[config.mk]
export PLATFORM = sky130hd
export DESIGN_NAME = alu_pipe_core
export DESIGN_NICKNAME = d
export VERILOG_FILES = /design/src/rtl/alu_pipe_core.sv
export SDC_FILE = /design/constraint.sdc
export NUM_CORES = 1
export LEC_CHECK = 0
export ABC_AREA = 1
export ABC_CLOCK_PERIOD_IN_PS = 8300
export CAP_MARGIN = 0
export CORE_UTILIZATION = 65
export DETAILED_ROUTE_END_ITERATION = 8
export GPL_ROUTABILITY_DRIVEN = 0
export PLACE_DENSITY = 0.86
export SLEW_MARGIN = 10
export SYNTH_ARGS = -nofsm -noshare
export SYNTH_HDL_FRONTEND = slang
export SYNTH_SLANG_ARGS = --single-unit
[constraint.sdc]
create_clock -name CLK -period 8.3 [get_ports CLK]
set_clock_uncertainty 0.1 [all_clocks]
set_input_delay 2.075 -clock CLK [delete_from_list [all_inputs] [get_ports CLK]]
set_output_delay 2.075 -clock CLK [all_outputs]
set_load 0.03 [all_outputs]
[src/rtl/alu_pipe_core.sv]
// Two-operand ALU with split operand capture, partner timeout and a 2-stage multiply path.
// Results and flags are registered and announced by a one-cycle OUT_VALID strobe.
module alu_pipe_core #(
    parameter int DW      = 8,
    parameter int TIMEOUT = 16,
    parameter int CW      = 4
) (
    input  logic            CLK,
    input  logic            RST,
    input  logic            CE,
    input  logic [1:0]      IN_VALID,
    output logic            IN_READY,
    input  logic [DW-1:0]   OPA,
    input  logic [DW-1:0]   OPB,
    input  logic            CIN,
    input  logic            MODE,
    input  logic [CW-1:0]   CMD,
    output logic            OUT_VALID,
    output logic [2*DW-1:0] RES,
    output logic            COUT,
    output logic            OFLOW,
    output logic            G,
    output logic            E,
    output logic            L,
    output logic            ERR
);
    localparam int         LW     = $clog2(DW);
    localparam logic [DW:0] ONE_W = (DW+1)'(1);
    localparam logic [7:0] CNT_TO = 8'(TIMEOUT - 1);

    typedef enum logic [2:0] {S_IDLE, S_WAIT_A, S_WAIT_B, S_EXEC, S_MUL, S_ERR} state_t;

    state_t          state_r, state_s;
    logic [7:0]      cnt_r, cnt_s;
    logic [DW-1:0]   a_r, a_s, b_r, b_s;
    logic [CW-1:0]   cmd_r, cmd_s;
    logic            mode_r, mode_s, cin_r, cin_s;
    logic [DW:0]     m1_r, m2_r, m1_s, m2_s;
    logic [2*DW-1:0] prod_s;
    logic [DW-1:0]   alu_res_s;
    logic            alu_cout_s, alu_oflow_s, alu_g_s, alu_e_s, alu_l_s, alu_err_s, is_mul_s;
    logic [DW:0]     wide_s;
    logic [2*DW-1:0] rot_s;

    // Operand acceptance is only possible while waiting for operands and not in reset.
    always_comb begin
        IN_READY = 1'b0;
        if (CE && !RST && (state_r == S_IDLE || state_r == S_WAIT_A || state_r == S_WAIT_B)) begin
            IN_READY = 1'b1;
        end else begin
            IN_READY = 1'b0;
        end
    end

    // Next-state and operand capture logic.
    always_comb begin
        state_s = state_r;
        cnt_s   = cnt_r;
        a_s     = a_r;
        b_s     = b_r;
        cmd_s   = cmd_r;
        mode_s  = mode_r;
        cin_s   = cin_r;
        case (state_r)
            S_IDLE: begin
                case (IN_VALID)
                    2'b11: begin
                        a_s = OPA; b_s = OPB; cmd_s = CMD; mode_s = MODE; cin_s = CIN;
                        state_s = S_EXEC;
                    end
                    2'b01: begin
                        a_s = OPA; cmd_s = CMD; mode_s = MODE; cin_s = CIN;
                        cnt_s = 8'd0; state_s = S_WAIT_B;
                    end
                    2'b10: begin
                        b_s = OPB; cmd_s = CMD; mode_s = MODE; cin_s = CIN;
                        cnt_s = 8'd0; state_s = S_WAIT_A;
                    end
                    default: state_s = S_IDLE;
                endcase
            end
            S_WAIT_B: begin
                if (IN_VALID[1]) begin
                    b_s = OPB; state_s = S_EXEC;
                end else if (IN_VALID[0]) begin
                    a_s = OPA; cmd_s = CMD; mode_s = MODE; cin_s = CIN; cnt_s = 8'd0;
                end else if (cnt_r + 8'd1 == CNT_TO) begin
                    cnt_s = 8'd0; state_s = S_ERR;
                end else begin
                    cnt_s = cnt_r + 8'd1;
                end
            end
            S_WAIT_A: begin
                if (IN_VALID[0]) begin
                    a_s = OPA; state_s = S_EXEC;
                end else if (IN_VALID[1]) begin
                    b_s = OPB; cmd_s = CMD; mode_s = MODE; cin_s = CIN; cnt_s = 8'd0;
                end else if (cnt_r + 8'd1 == CNT_TO) begin
                    cnt_s = 8'd0; state_s = S_ERR;
                end else begin
                    cnt_s = cnt_r + 8'd1;
                end
            end
            S_EXEC:  state_s = is_mul_s ? S_MUL : S_IDLE;
            S_MUL:   state_s = S_IDLE;
            S_ERR:   state_s = S_IDLE;
            default: state_s = S_IDLE;
        endcase
    end

    // Single-cycle datapath plus multiply stage-1 operand preparation.
    always_comb begin
        alu_res_s = '0; alu_cout_s = 1'b0; alu_oflow_s = 1'b0;
        alu_g_s = 1'b0; alu_e_s = 1'b0; alu_l_s = 1'b0; alu_err_s = 1'b0;
        is_mul_s = 1'b0; m1_s = '0; m2_s = '0; wide_s = '0; rot_s = '0;
        if (mode_r) begin
            case (cmd_r)
                CW'(0):  begin wide_s = {1'b0, a_r} + {1'b0, b_r}; alu_res_s = wide_s[DW-1:0]; alu_cout_s = wide_s[DW]; end
                CW'(1):  begin wide_s = {1'b0, a_r} - {1'b0, b_r}; alu_res_s = wide_s[DW-1:0]; alu_oflow_s = wide_s[DW]; end
                CW'(2):  begin wide_s = {1'b0, a_r} + {1'b0, b_r} + {{DW{1'b0}}, cin_r}; alu_res_s = wide_s[DW-1:0]; alu_cout_s = wide_s[DW]; end
                CW'(3):  begin wide_s = {1'b0, a_r} - {1'b0, b_r} - {{DW{1'b0}}, cin_r}; alu_res_s = wide_s[DW-1:0]; alu_oflow_s = wide_s[DW]; end
                CW'(4):  begin wide_s = {1'b0, a_r} + ONE_W; alu_res_s = wide_s[DW-1:0]; alu_cout_s = wide_s[DW]; end
                CW'(5):  begin wide_s = {1'b0, a_r} - ONE_W; alu_res_s = wide_s[DW-1:0]; alu_oflow_s = wide_s[DW]; end
                CW'(6):  begin wide_s = {1'b0, b_r} + ONE_W; alu_res_s = wide_s[DW-1:0]; alu_cout_s = wide_s[DW]; end
                CW'(7):  begin wide_s = {1'b0, b_r} - ONE_W; alu_res_s = wide_s[DW-1:0]; alu_oflow_s = wide_s[DW]; end
                CW'(8):  begin alu_g_s = (a_r > b_r); alu_e_s = (a_r == b_r); alu_l_s = (a_r < b_r); end
                CW'(9):  begin is_mul_s = 1'b1; m1_s = {1'b0, a_r} + ONE_W; m2_s = {1'b0, b_r} + ONE_W; end
                CW'(10): begin is_mul_s = 1'b1; m1_s = {1'b0, a_r[DW-2:0], 1'b0}; m2_s = {1'b0, b_r}; end
                default: alu_err_s = 1'b1;
            endcase
        end else begin
            case (cmd_r)
                CW'(0):  alu_res_s = a_r & b_r;
                CW'(1):  alu_res_s = ~(a_r & b_r);
                CW'(2):  alu_res_s = a_r | b_r;
                CW'(3):  alu_res_s = ~(a_r | b_r);
                CW'(4):  alu_res_s = a_r ^ b_r;
                CW'(5):  alu_res_s = ~(a_r ^ b_r);
                CW'(6):  alu_res_s = ~a_r;
                CW'(7):  alu_res_s = ~b_r;
                CW'(8):  alu_res_s = {1'b0, a_r[DW-1:1]};
                CW'(9):  alu_res_s = {a_r[DW-2:0], 1'b0};
                CW'(10): alu_res_s = {1'b0, b_r[DW-1:1]};
                CW'(11): alu_res_s = {b_r[DW-2:0], 1'b0};
                CW'(12): begin rot_s = {a_r, a_r} << b_r[LW-1:0]; alu_res_s = rot_s[2*DW-1:DW]; alu_err_s = |b_r[DW-1:LW]; end
                CW'(13): begin rot_s = {a_r, a_r} >> b_r[LW-1:0]; alu_res_s = rot_s[DW-1:0]; alu_err_s = |b_r[DW-1:LW]; end
                default: alu_err_s = 1'b1;
            endcase
        end
    end

    // Operands are widened to 2*DW so the truncation to the result width is the natural wrap.
    assign prod_s = {{(DW-1){1'b0}}, m1_r} * {{(DW-1){1'b0}}, m2_r};

    // Control state and captured operand registers.
    always_ff @(posedge CLK) begin
        if (RST) begin
            state_r <= S_IDLE; cnt_r <= 8'd0;
            a_r <= '0; b_r <= '0; cmd_r <= '0; mode_r <= 1'b0; cin_r <= 1'b0;
        end else if (CE) begin
            state_r <= state_s; cnt_r <= cnt_s;
            a_r <= a_s; b_r <= b_s; cmd_r <= cmd_s; mode_r <= mode_s; cin_r <= cin_s;
        end
    end

    // Result registers: RES and flags change only together with an OUT_VALID strobe.
    always_ff @(posedge CLK) begin
        if (RST) begin
            OUT_VALID <= 1'b0; RES <= '0; COUT <= 1'b0; OFLOW <= 1'b0;
            G <= 1'b0; E <= 1'b0; L <= 1'b0; ERR <= 1'b0; m1_r <= '0; m2_r <= '0;
        end else if (CE) begin
            OUT_VALID <= 1'b0;
            case (state_r)
                S_EXEC: begin
                    if (is_mul_s) begin
                        m1_r <= m1_s; m2_r <= m2_s;
                    end else begin
                        OUT_VALID <= 1'b1; RES <= {{DW{1'b0}}, alu_res_s};
                        COUT <= alu_cout_s; OFLOW <= alu_oflow_s;
                        G <= alu_g_s; E <= alu_e_s; L <= alu_l_s; ERR <= alu_err_s;
                    end
                end
                S_MUL: begin
                    OUT_VALID <= 1'b1; RES <= prod_s; COUT <= 1'b0; OFLOW <= 1'b0;
                    G <= 1'b0; E <= 1'b0; L <= 1'b0; ERR <= 1'b0;
                end
                S_ERR: begin
                    OUT_VALID <= 1'b1; RES <= '0; COUT <= 1'b0; OFLOW <= 1'b0;
                    G <= 1'b0; E <= 1'b0; L <= 1'b0; ERR <= 1'b1;
                end
                default: OUT_VALID <= 1'b0;
            endcase
        end
    end
endmodule
Yosys cells after proc, flatten, opt, wreduce, memory -nomap -nowiden
Index checks and enable logic that the tools add are counted.

Input bits: 27. Logic and storage cells: 181. Flip-flop bits (word level): 74.

Bitwise gates (word level): 8. Magnitude comparators: 2. Muxes and demuxes: 80. Multipliers: 1. Equality and inequality tests: 34. $add $sub $neg: 9. Shift-type cells: 2. Reduce and logical (&&, ||, !) cells: 28.

Operator list (number): $pmux W8 S14 (1); $mux W8 (13); $pmux W8 S3 (3); $pmux W8 S8 (1); $pmux W16 S3 (1); $not A8 Y8 (5); $pmux W9 S2 (2); $mux W1 (30); $eq A4 B4 Y1 const B (6); $mux W4 (5); $add A8 B1 Y9 const B (2); $mux W3 (6); $mux W9 (2); $ne A2 B2 Y1 const B (9); $sub A8 B1 Y9 const B (2); $eq A4 B3 Y1 const B (4); $mul A9 B9 Y16 (1); $mux W16 (1); $shl A16 B3 Y16 (1); $shr A16 B3 Y8 (1); $pmux W1 S2 (7); $pmux W3 S4 (1); $pmux W4 S3 (1); $reduce_and A3 Y1 (4); 38 further kinds (55).

Longest topological paths before layout
Gate-level depths: netlist (run 1).

Depth in word-level cells: 6. Gate-level depth with buffers: 22. Gate-level depth less buffers: 20.

Worst setup path before layout (run 1)
OpenSTA, ideal clock, no wires.

Path type: input-to-output. Start point: in RST. End point: out IN_READY. Cell stages on the path: 3. Buffers on the path: 2. Slack: 3.276 ns. Arrival: 2.849 ns. Cells stage by stage: clkbuf_1 -> clkbuf_1 -> nor2_1.

Cells in the longest elaborated chain, start to end: 4.

RTL lines: start: declaration (RTL line 9) `input logic RST,`; $logic_not A1 Y1 (RTL line 48) `if (CE && !RST && (state_r == S_IDLE || state_r == S_WAIT_A || state_r == S_WAIT_B)) begin`; $logic_and A1 B1 Y1 (2 in a row) (RTL line 48); $mux W1 (RTL line 48); end: declaration (RTL line 12) `output logic IN_READY,`.

Every way passes these cells.

Worst setup path in the final report (run 1)
Ends and elaborated chain as after synthesis.

==> results of run 1 <==
==> logic make-up (layout without fill, tap and decap cells) <==
logic type      count (synthesis)  in the layout  share of synthesized area (%)
compound gates                300            300                          17.95
xor+xnor                       21             21                          1.971
fa+ha+maj                     121            121                          20.33
buf+inv                       321            327                          13.65
flops                          74             74                          15.88
mux                             1              1                         0.1073
simple gates                  660            660                          30.12
==> layout by cell type (no fill, tap or decap), types with 3 or more instances in the layout <==
master and instances:
nor2_4 5, or2_2 4, clkdlybuf4s50_1 50, dfxtp_1 74
o22ai_1 20, buf_4 8, a31oi_1 9, clkinv_1 7
nand2_2 8, clkbuf_16 9, a211oi_1 3, ha_1 70
nand2_1 392, o21ai_1 5, nor4_1 7, nor2_2 4
inv_2 11, o21ai_0 113, o211ai_1 4, nand4_1 12
fa_1 51, a21oi_2 3, a22oi_1 4, nor3_1 15
inv_1 234, xor2_1 14, a21oi_1 116, o2111ai_1 7
nor2_1 105, xnor2_1 7, nand3_1 98
==> synthesized netlist by cell type (8+ instances only) <==
cell,n
clkbuf_1,38
nand2_1,392
inv_2,11
ha_1,70
nor3_1,15
inv_1,234
o22ai_1,20
o21ai_0,113
nand4_1,12
fa_1,51
a21oi_1,116
a31oi_1,9
nand2_2,8
nor2_1,105
nand3_1,98
buf_2,18
xor2_1,14
dfxtp_1,74
==> per-layer routing <==
layer	vias up	share of wire, %	track usage, %
met5	-	0	0
met4	0	4.5	17.44
met1	4610	41	53.66
met3	148	12	11.99
li1	4813	-	-
met2	649	42	58.86
==> sequential cells by signal (all words and copies together), names as in the netlist, 3 cells and up <==
register / count
RES: 16
m1_r: 9
m2_r: 9
a_r: 8
b_r: 8
cnt_r: 8
cmd_r: 4
state_r: 3
==> worst paths after layout <==
path / startpoint / end / slack (ns)
setup / recovery: RST / IN_READY / 2.56
hold / removal: cnt_r[5] / cnt_r[5] / 0.36
setup reg to reg: m1_r[5] / RES[12] / 3.63
hold reg to reg: cnt_r[5] / cnt_r[5] / 0.36
==> cell type report <==
class,instances,area [sq um]
Clock buffer,10,239.0
Multi-Input combinational cell,1103,6576
Tap cell,180,225.2
Fill cell,1175,3802
Timing Repair Buffer,58,560.5
Inverter,253,952.2
Clock inverter,6,97.59
Sequential cell,74,1481
==> per-stage QoR <==
step	util [%]	instances	cell area, sq um
detailed placement	70.30	1668	9796
global route	72.71	1684	10130
floorplan	-	1498	9331
global placement	70.30	1668	9796
finish	72.71	1684	10130
CTS	72.71	1684	10130
==> power by group through the flow <==
stage / clock [mW] / sequential, mW / combinational (mW)
floorplan: 0 / 0.394 / 0.412
detailed placement: 0 / 0.415 / 0.543
finish: 0.446 / 0.410 / 0.575
global placement: 0 / 0.414 / 0.531
global route: 0.462 / 0.411 / 0.630
CTS: 0.446 / 0.407 / 0.547
==> worst reg2reg max path, stage by stage, from the launching register on <==
cell	delay, ns
dfxtp_1	0.56
nand2_1	0.15
fa_1	0.55
inv_1	0.05
fa_1	0.50
inv_1	0.05
fa_1	0.47
fa_1	0.56
inv_1	0.05
ha_1	0.37
a21oi_1	0.23
o21ai_0	0.14
a21oi_1	0.17
nor2_1	0.07
o21ai_0	0.14
nand2_1	0.09
a21oi_1	0.12
o21ai_0	0.11
a21oi_1	0.13
==> results.json, run 1 <==
{
  "nets": 1647,
  "rsz0062_at_grt": "false",
  "drc_errors": 22,
  "cellLeakagePower_nw": 5.127,
  "path_clk_slew_ns": 0.06,
  "syn_avg_cell_area_sq_um": 6.229,
  "fin_tns_setup_ns": 0,
  "critical_path.top_delay_family": "buffers and inverters",
  "path_common_cell": "clkdlybuf4s50_1",
  "path_depth": 4,
  "drv_cap": 0,
  "postCtsHoldBufs": 0,
  "start_util_pct": 66.97,
  "core_region_area_sq_um": 13930,
  "layout_setup_ws_ns": 2.559,
  "vias": 10220,
  "worstPathArrival_ns": 3.57,
  "period_share_pct": 69.17,
  "hpwl_microns": 21390,
  "max-vdd-ir-drop_uv": 125.2,
  "path_cells": "clkdlybuf4s50_1, buf_4, nor2_1, clkdlybuf4s50_1",
  "fin_hold_ws_ns": 0.3649,
  "syn_area_sq_um": 9331,
  "vias_per_cell": 6.069,
  "drt_iter0_drc": 1122,
  "synthArstFlopShare_pct": 0,
  "port_buffers": 50,
  "power.switching_mw": 0.6146,
  "slew_headroom_pct": 19.02,
  "grt_pass1_vias": 9380,
  "cts.path.max_buffers": 2,
  "num_rows": 43,
  "die_h_microns": 121.8,
  "internal_power_mw": 0.8160,
  "slowest_stage": "clkdlybuf4s50_1",
  "hold_depth": 2,
  "htreeDepth": 3,
  "syn-num-nets": 1646,
  "routed_wl_microns": 28460,
  "syn_inst": 1498,
  "ctsResizeCount": 0,
  "total_power_mw": 1.431,
  "drt_first_pass_iters": 9,
  "root_buffer": "clkbuf_16",
  "n_antenna_cell": 0,
  "r2r_cells": 18,
  "yosys.area.top_type_share_pct": 15.88,
  "yosys_register_bits": 74,
  "cp_max_fo": 34,
  "layout-drive-gt1-share_pct": 4.654,
  "grtUsageTotal_pct": 39.95,
  "synth_edf_count": 0,
  "synth-main-ff-cell": "dfxtp_1",
  "worstMarginPinSlew_ns": 1.213,
  "dieArea_sq_um": 14840,
  "dpl_worst_slack_ns": 2.574,
  "period_minus_slack_ns": 5.741,
  "clock_sinks": 74,
  "clk-insertion-delay-late_ns": 0.35,
  "outcome": "complete, but fails checks",
  "cts_buffers": 9,
  "grt_max_degree": 43,
  "path_class": "in2out",
  "power_frac_seq_pct": 28.7,
  "critPathLaunchType": "input pin",
  "synth_top_area_cell": "dfxtp_1",
  "yosysUniqueCellTypes": 55,
  "cp.required_ns": 6.12,
  "hold_viol": 0,
  "power_density_nw_per_um2": 141.2,
  "setup_viol": 0,
  "crit_path_end_kind": "output pin",
  "max_freq_ghz": 0.1742,
  "overflow": 0,
  "ioPinCount": 51,
  "wl_per_cell_microns": 16.90,
  "slowest_delay_ns": 0.60,
  "power_frac_comb_pct": 40.2,
  "hold_class": "reg2reg",
  "path_buf_inv": 3,
  "final_max_slew_viol_count": 0,
  "yosysWarnings": 0,
  "post_cts_buffers": 0,
  "die_w_microns": 121.8,
  "antenna_left": 0,
  "p_clk_share_pct": 31.2,
  "p_sw_share_pct": 42.96,
  "synth.area.top_cells": "dfxtp_1, nand2_1, fa_1",
  "tritoncts": "yes",
  "grt_pass1_wl_microns": 46040,
  "violations": "design-rule violations",
  "antenna_found_initial": 0,
  "ys_seq_area_share_pct": 15.88,
  "syn_to_final_growth_pct": 8.581
}
Note: power is estimated with default switching activity, not from simulation.
==> inputs of run 2 (changes only) <==
ABC_CLOCK_PERIOD_IN_PS = 5400   (was 8300)
CORE_UTILIZATION = 63   (was 65)
PLACE_DENSITY = 0.83   (was 0.86)
clock period = 5.4 ns   (was 8.3 ns; I/O delays follow)
==> results.json, run 2 (synthesis results as in run 1) <==
{
  "outcome": "complete, but fails checks",
  "violations": "design-rule violations",
  "placed_cells": 1673,
  "final_max_slew_viol_count": 0,
  "ioPinCount": 51,
  "n_antenna_cell": 0,
  "power_frac_seq_pct": 29.5,
  "path_class": "reg2reg",
  "root_buffer": "clkbuf_16",
  "tritoncts": "yes",
  "grtUsageTotal_pct": 38.59,
  "die_w_microns": 123.7,
  "grtUsageMet3_pct": 11.08,
  "busiest_layer": "met2",
  "drv_cap": 0,
  "dieArea_sq_um": 15300,
  "critical_path.top_delay_family": "adder cells",
  "vias_per_cell": 6.030,
  "place_area_sq_um": 9808,
  "routed_wl_microns": 28640,
  "wl_per_cell_microns": 16.96,
  "slowest_stage": "dfxtp_1",
  "postCtsHoldBufs": 0,
  "stdcell_area_sq_um": 10120,
  "worstMarginPinSlew_ns": 1.199,
  "period_share_pct": 86.26,
  "power_density_nw_per_um2": 211.5,
  "mostFrequentLayoutCells": "nand2_1, inv_1, a21oi_1",
  "vias": 10185,
  "p_sw_share_pct": 43.64,
  "slew_headroom_pct": 19.77,
  "clock_sinks": 74,
  "drt_first_pass_iters": 9,
  "fin_tns_setup_ns": 0,
  "nets": 1648,
  "clk-insertion-delay-late_ns": 0.35,
  "layout-drive-gt1-share_pct": 4.718,
  "syn_to_final_growth_pct": 8.461,
  "power_frac_comb_pct": 41.1,
  "crit_path_end_kind": "flip-flop",
  "hold_class": "reg2reg",
  "path_buf_inv": 4,
  "post_cts_buffers": 0,
  "num_rows": 44,
  "period_minus_slack_ns": 4.658,
  "max-vdd-ir-drop_uv": 185.8,
  "use_met2_pct": 56.08,
  "slowest_delay_ns": 0.57,
  "cts_buffers": 9,
  "grt_pass1_vias": 9231,
  "port_buffers": 50,
  "setup_viol": 0,
  "critPathLaunchType": "flip-flop",
  "antenna_found_initial": 1,
  "rsz0062_at_grt": "false",
  "cellLeakagePower_nw": 5.119,
  "largest_reg_flops": 16,
  "grt_use_met1_pct": 51.53,
  "grt_pass1_wl_microns": 45500,
  "ctsResizeCount": 0,
  "cts.path.max_buffers": 2,
  "regMostFlops": "RES",
  "utilization_pct": 69.90,
  "core_region_area_sq_um": 14480,
  "worstPathArrival_ns": 4.78,
  "antenna_left": 0,
  "max_freq_ghz": 0.2147,
  "power.switching_mw": 0.9341,
  "htreeDepth": 3,
  "path_clk_slew_ns": 0.06,
  "final_cells": 1689,
  "die_h_microns": 123.7,
  "start_util_pct": 64.45,
  "path_cells": "nand2_1, fa_1, fa_1, inv_1, fa_1, inv_1, fa_1, inv_1, ha_1, a21oi_1, o21ai_0, a21oi_1, inv_1, a31oi_1, or2_2, nand3_1, a21oi_1",
  "mostFrequentLayoutCell": "nand2_1",
  "reg_top3": "RES (16), m1_r (9), m2_r (9)",
  "cp_max_fo": 10,
  "overflow": 0,
  "hold_viol": 0,
  "grt_max_degree": 43,
  "p_clk_share_pct": 29.4,
  "hpwl_microns": 21740,
  "drc_errors": 15,
  "internal_power_mw": 1.206,
  "drt_iter0_drc": 1144,
  "cp.required_ns": 5.52
}
==> run 2: area by class of cell <==
class / instances / area (sq um)
sequential: 74 / 1481
clock inverter: 6 / 73.82
tap: 184 / 230.2
inverter: 253 / 952.2
clock buffer: 10 / 239.0
fill: 1270 / 4358
multi-input combinational: 1103 / 6576
timing repair buffer: 59 / 568.0
==> run 2: worst reg2reg max path, delay by kind of cell (launching register included) <==
kind / cells / cell delay (ns)
compound gates: 5 / 0.62
fa+ha+maj: 5 / 2.47
buf+inv: 4 / 0.27
flops: 1 / 0.57
simple gates: 3 / 0.52
==> run 2: path summary, 6_finish.rpt <==
path	start	endpoint	slack, ns	cells after the start
hold reg to reg	cnt_r[5]	cnt_r[5]	0.37	2
setup / recovery	m2_r[5]	RES[13]	0.74	17
setup reg to reg	m2_r[5]	RES[13]	0.74	17
hold / removal	cnt_r[5]	cnt_r[5]	0.37	2
==> run 2: per-layer routing <==
| layer | wire length (microns) | vias up |
|---|---|---|
| li1 | - | 4809 |
| met5 | 0 | - |
| met4 | 1479 | 0 |
| met1 | 11740 | 4579 |
| met2 | 11840 | 635 |
| met3 | 3586 | 162 |
==> run 2: stage by stage <==
stage | hold WS, ns | setup slack [ns] | total power [mW]
3_3_place_gp | 0.3539 | 0.9714 | 1.459
6_report | 0.3724 | 0.7420 | 2.140
5_1_grt | 0.3990 | 0.3948 | 2.244
3_5_place_dp | 0.3618 | 0.8187 | 1.473
4_1_cts | 0.3715 | 0.8070 | 2.093
2_1_floorplan | 0.3453 | 1.105 | 1.239
==> run 2: power by group through the flow <==
| stage | Sequential [mW] | Clock (mW) | Combinational (mW) |
|---|---|---|---|
| floorplan | 0.606 | 0 | 0.633 |
| global placement | 0.639 | 0 | 0.820 |
| detailed placement | 0.638 | 0 | 0.834 |
| CTS | 0.626 | 0.628 | 0.839 |
| global route | 0.631 | 0.656 | 0.957 |
| finish | 0.631 | 0.630 | 0.880 |
==> inputs of run 3 (changes only) <==
ABC_CLOCK_PERIOD_IN_PS = 5850   (was 5400)
CORE_UTILIZATION = 60   (was 63)
PLACE_DENSITY = 0.8   (was 0.83)
clock period = 5.85 ns   (was 5.4 ns; I/O delays follow)
==> results.json, run 3 (synthesis results as in run 1) <==
{
  "outcome": "complete, but fails checks",
  "violations": "design-rule violations",
  "vias_per_cell": 6.011,
  "worstPathArrival_ns": 4.79,
  "dieArea_sq_um": 16060,
  "cp_max_fo": 10,
  "n_antenna_cell": 0,
  "final_max_slew_viol_count": 0,
  "ioPinCount": 51,
  "hold_depth": 2,
  "crit_start": "m2_r[2]",
  "drc_errors": 3,
  "ctsResizeCount": 0,
  "place_area_sq_um": 9821,
  "layout-drive-gt1-share_pct": 4.781,
  "largest_reg_flops": 16,
  "clock_sinks": 74,
  "hold_viol": 0,
  "cellLeakagePower_nw": 5.123,
  "die_w_microns": 126.7,
  "period_minus_slack_ns": 4.601,
  "drv_cap": 0,
  "grt_pass1_wl_microns": 46490,
  "mostFrequentLayoutCells": "nand2_1, inv_1, a21oi_1",
  "slew_headroom_pct": 19.72,
  "antenna_found_initial": 0,
  "root_buffer": "clkbuf_16",
  "reg_top3": "RES (16), m1_r (9), m2_r (9)",
  "seq_area_sq_um": 1481,
  "dpl_worst_slack_ns": 1.309,
  "critPathLaunchType": "flip-flop",
  "nFillCells": 1412,
  "core_region_area_sq_um": 15200,
  "start_util_pct": 61.38,
  "cts.path.max_buffers": 2,
  "num_rows": 45,
  "path_class": "reg2reg",
  "timing.rr.start": "m2_r[2]",
  "r2r_cells": 18,
  "syn_to_final_growth_pct": 8.568,
  "period_share_pct": 78.66,
  "regMostFlops": "RES",
  "routed_wl_microns": 28830,
  "port_buffers": 50,
  "power_density_nw_per_um2": 196.5,
  "antenna_left": 0,
  "max-vdd-ir-drop_uv": 134.0,
  "mostFrequentLayoutCell": "nand2_1",
  "stdcell_area_sq_um": 10130,
  "postCtsHoldBufs": 0,
  "drt_first_pass_iters": 9,
  "rsz0062_at_grt": "false",
  "utilization_pct": 66.64,
  "grt_pass1_vias": 9209,
  "grt_max_degree": 43,
  "cp.required_ns": 6.04,
  "hold_class": "reg2reg",
  "nets": 1649,
  "crit_path_end_kind": "flip-flop",
  "overflow": 0,
  "drt_iter0_drc": 1132,
  "whs_endpoint": "RES[10]",
  "htreeDepth": 3,
  "min-delay-start": "RES[10]",
  "hpwl_microns": 21760,
  "cts_buffers": 9,
  "post_cts_buffers": 0,
  "clk-insertion-delay-late_ns": 0.36,
  "grtUsageTotal_pct": 36.68,
  "tritoncts": "yes",
  "layout_setup_ws_ns": 1.249,
  "setup_viol": 0,
  "fin_tns_setup_ns": 0,
  "wl_per_cell_microns": 17.02,
  "vias": 10183,
  "max_freq_ghz": 0.2173,
  "path_clk_slew_ns": 0.06,
  "total_power_mw": 1.991,
  "die_h_microns": 126.7,
  "worstMarginPinSlew_ns": 1.202,
  "multi_input_area_sq_um": 6576,
  "rrSetupSlack_ns": 1.25,
  "r2r-end": "RES[12]"
}
-- run 3: worst max-delay path by stage --
stage	cells after the start	end	slack, ns
after CTS	18	RES[12]	1.28
after global placement	4	IN_READY	1.35
after floorplan	19	RES[12]	1.56
after detailed placement	18	RES[12]	1.31
after global routing	18	RES[12]	0.90
final	18	RES[12]	1.25
-- run 3: worst max-delay path, stage by stage (launching register included) --
cell and delay, ns:
dfxtp_1 0.55, nand2_1 0.14, fa_1 0.56, inv_1 0.06
fa_1 0.49, inv_1 0.05, fa_1 0.48, fa_1 0.55
inv_1 0.04, ha_1 0.35, a21oi_1 0.21, o21ai_0 0.13
a21oi_1 0.19, nor2_1 0.07, o21ai_0 0.14, nand2_1 0.09
a21oi_1 0.11, o21ai_0 0.09, a21oi_1 0.12
-- run 3: report_power, final --
part	internal, mW	switching [mW]	total [mW]
combinational	0.242	0.571	0.813
clock	0.339	0.255	0.594
sequential	0.526	0.0578	0.583
total	1.11	0.884	1.99
-- run 3: per-layer routing --
metal | share of wire (%) | global-route usage, % | vias up | routed length [microns]
met3 | 12 | 9.701 | 132 | 3538
met4 | 4.1 | 12.82 | 0 | 1176
met2 | 42 | 55.48 | 632 | 12180
li1 | - | - | 4807 | -
met5 | 0 | 0 | - | 0
met1 | 41 | 50.42 | 4612 | 11940
-- run 3: cell type report --
| cell class | instances | share of cell area, % |
|---|---|---|
| clock inverters | 7 | 0.8398 |
| inverters | 253 | 9.399 |
| clock buffers | 9 | 2.223 |
| repair buffers | 60 | 5.681 |
| flip-flops and latches | 74 | 14.62 |
| multi-input cells | 1103 | 64.91 |
| well taps | 188 | 2.322 |
-- run 3: per-stage QoR --
step | hold WS, ns | instances
5_1_grt | 0.3829 | 1694
4_1_cts | 0.3700 | 1694
2_1_floorplan | 0.3453 | 1498
3_5_place_dp | 0.3584 | 1678
3_3_place_gp | 0.3531 | 1678
6_report | 0.3685 | 1694
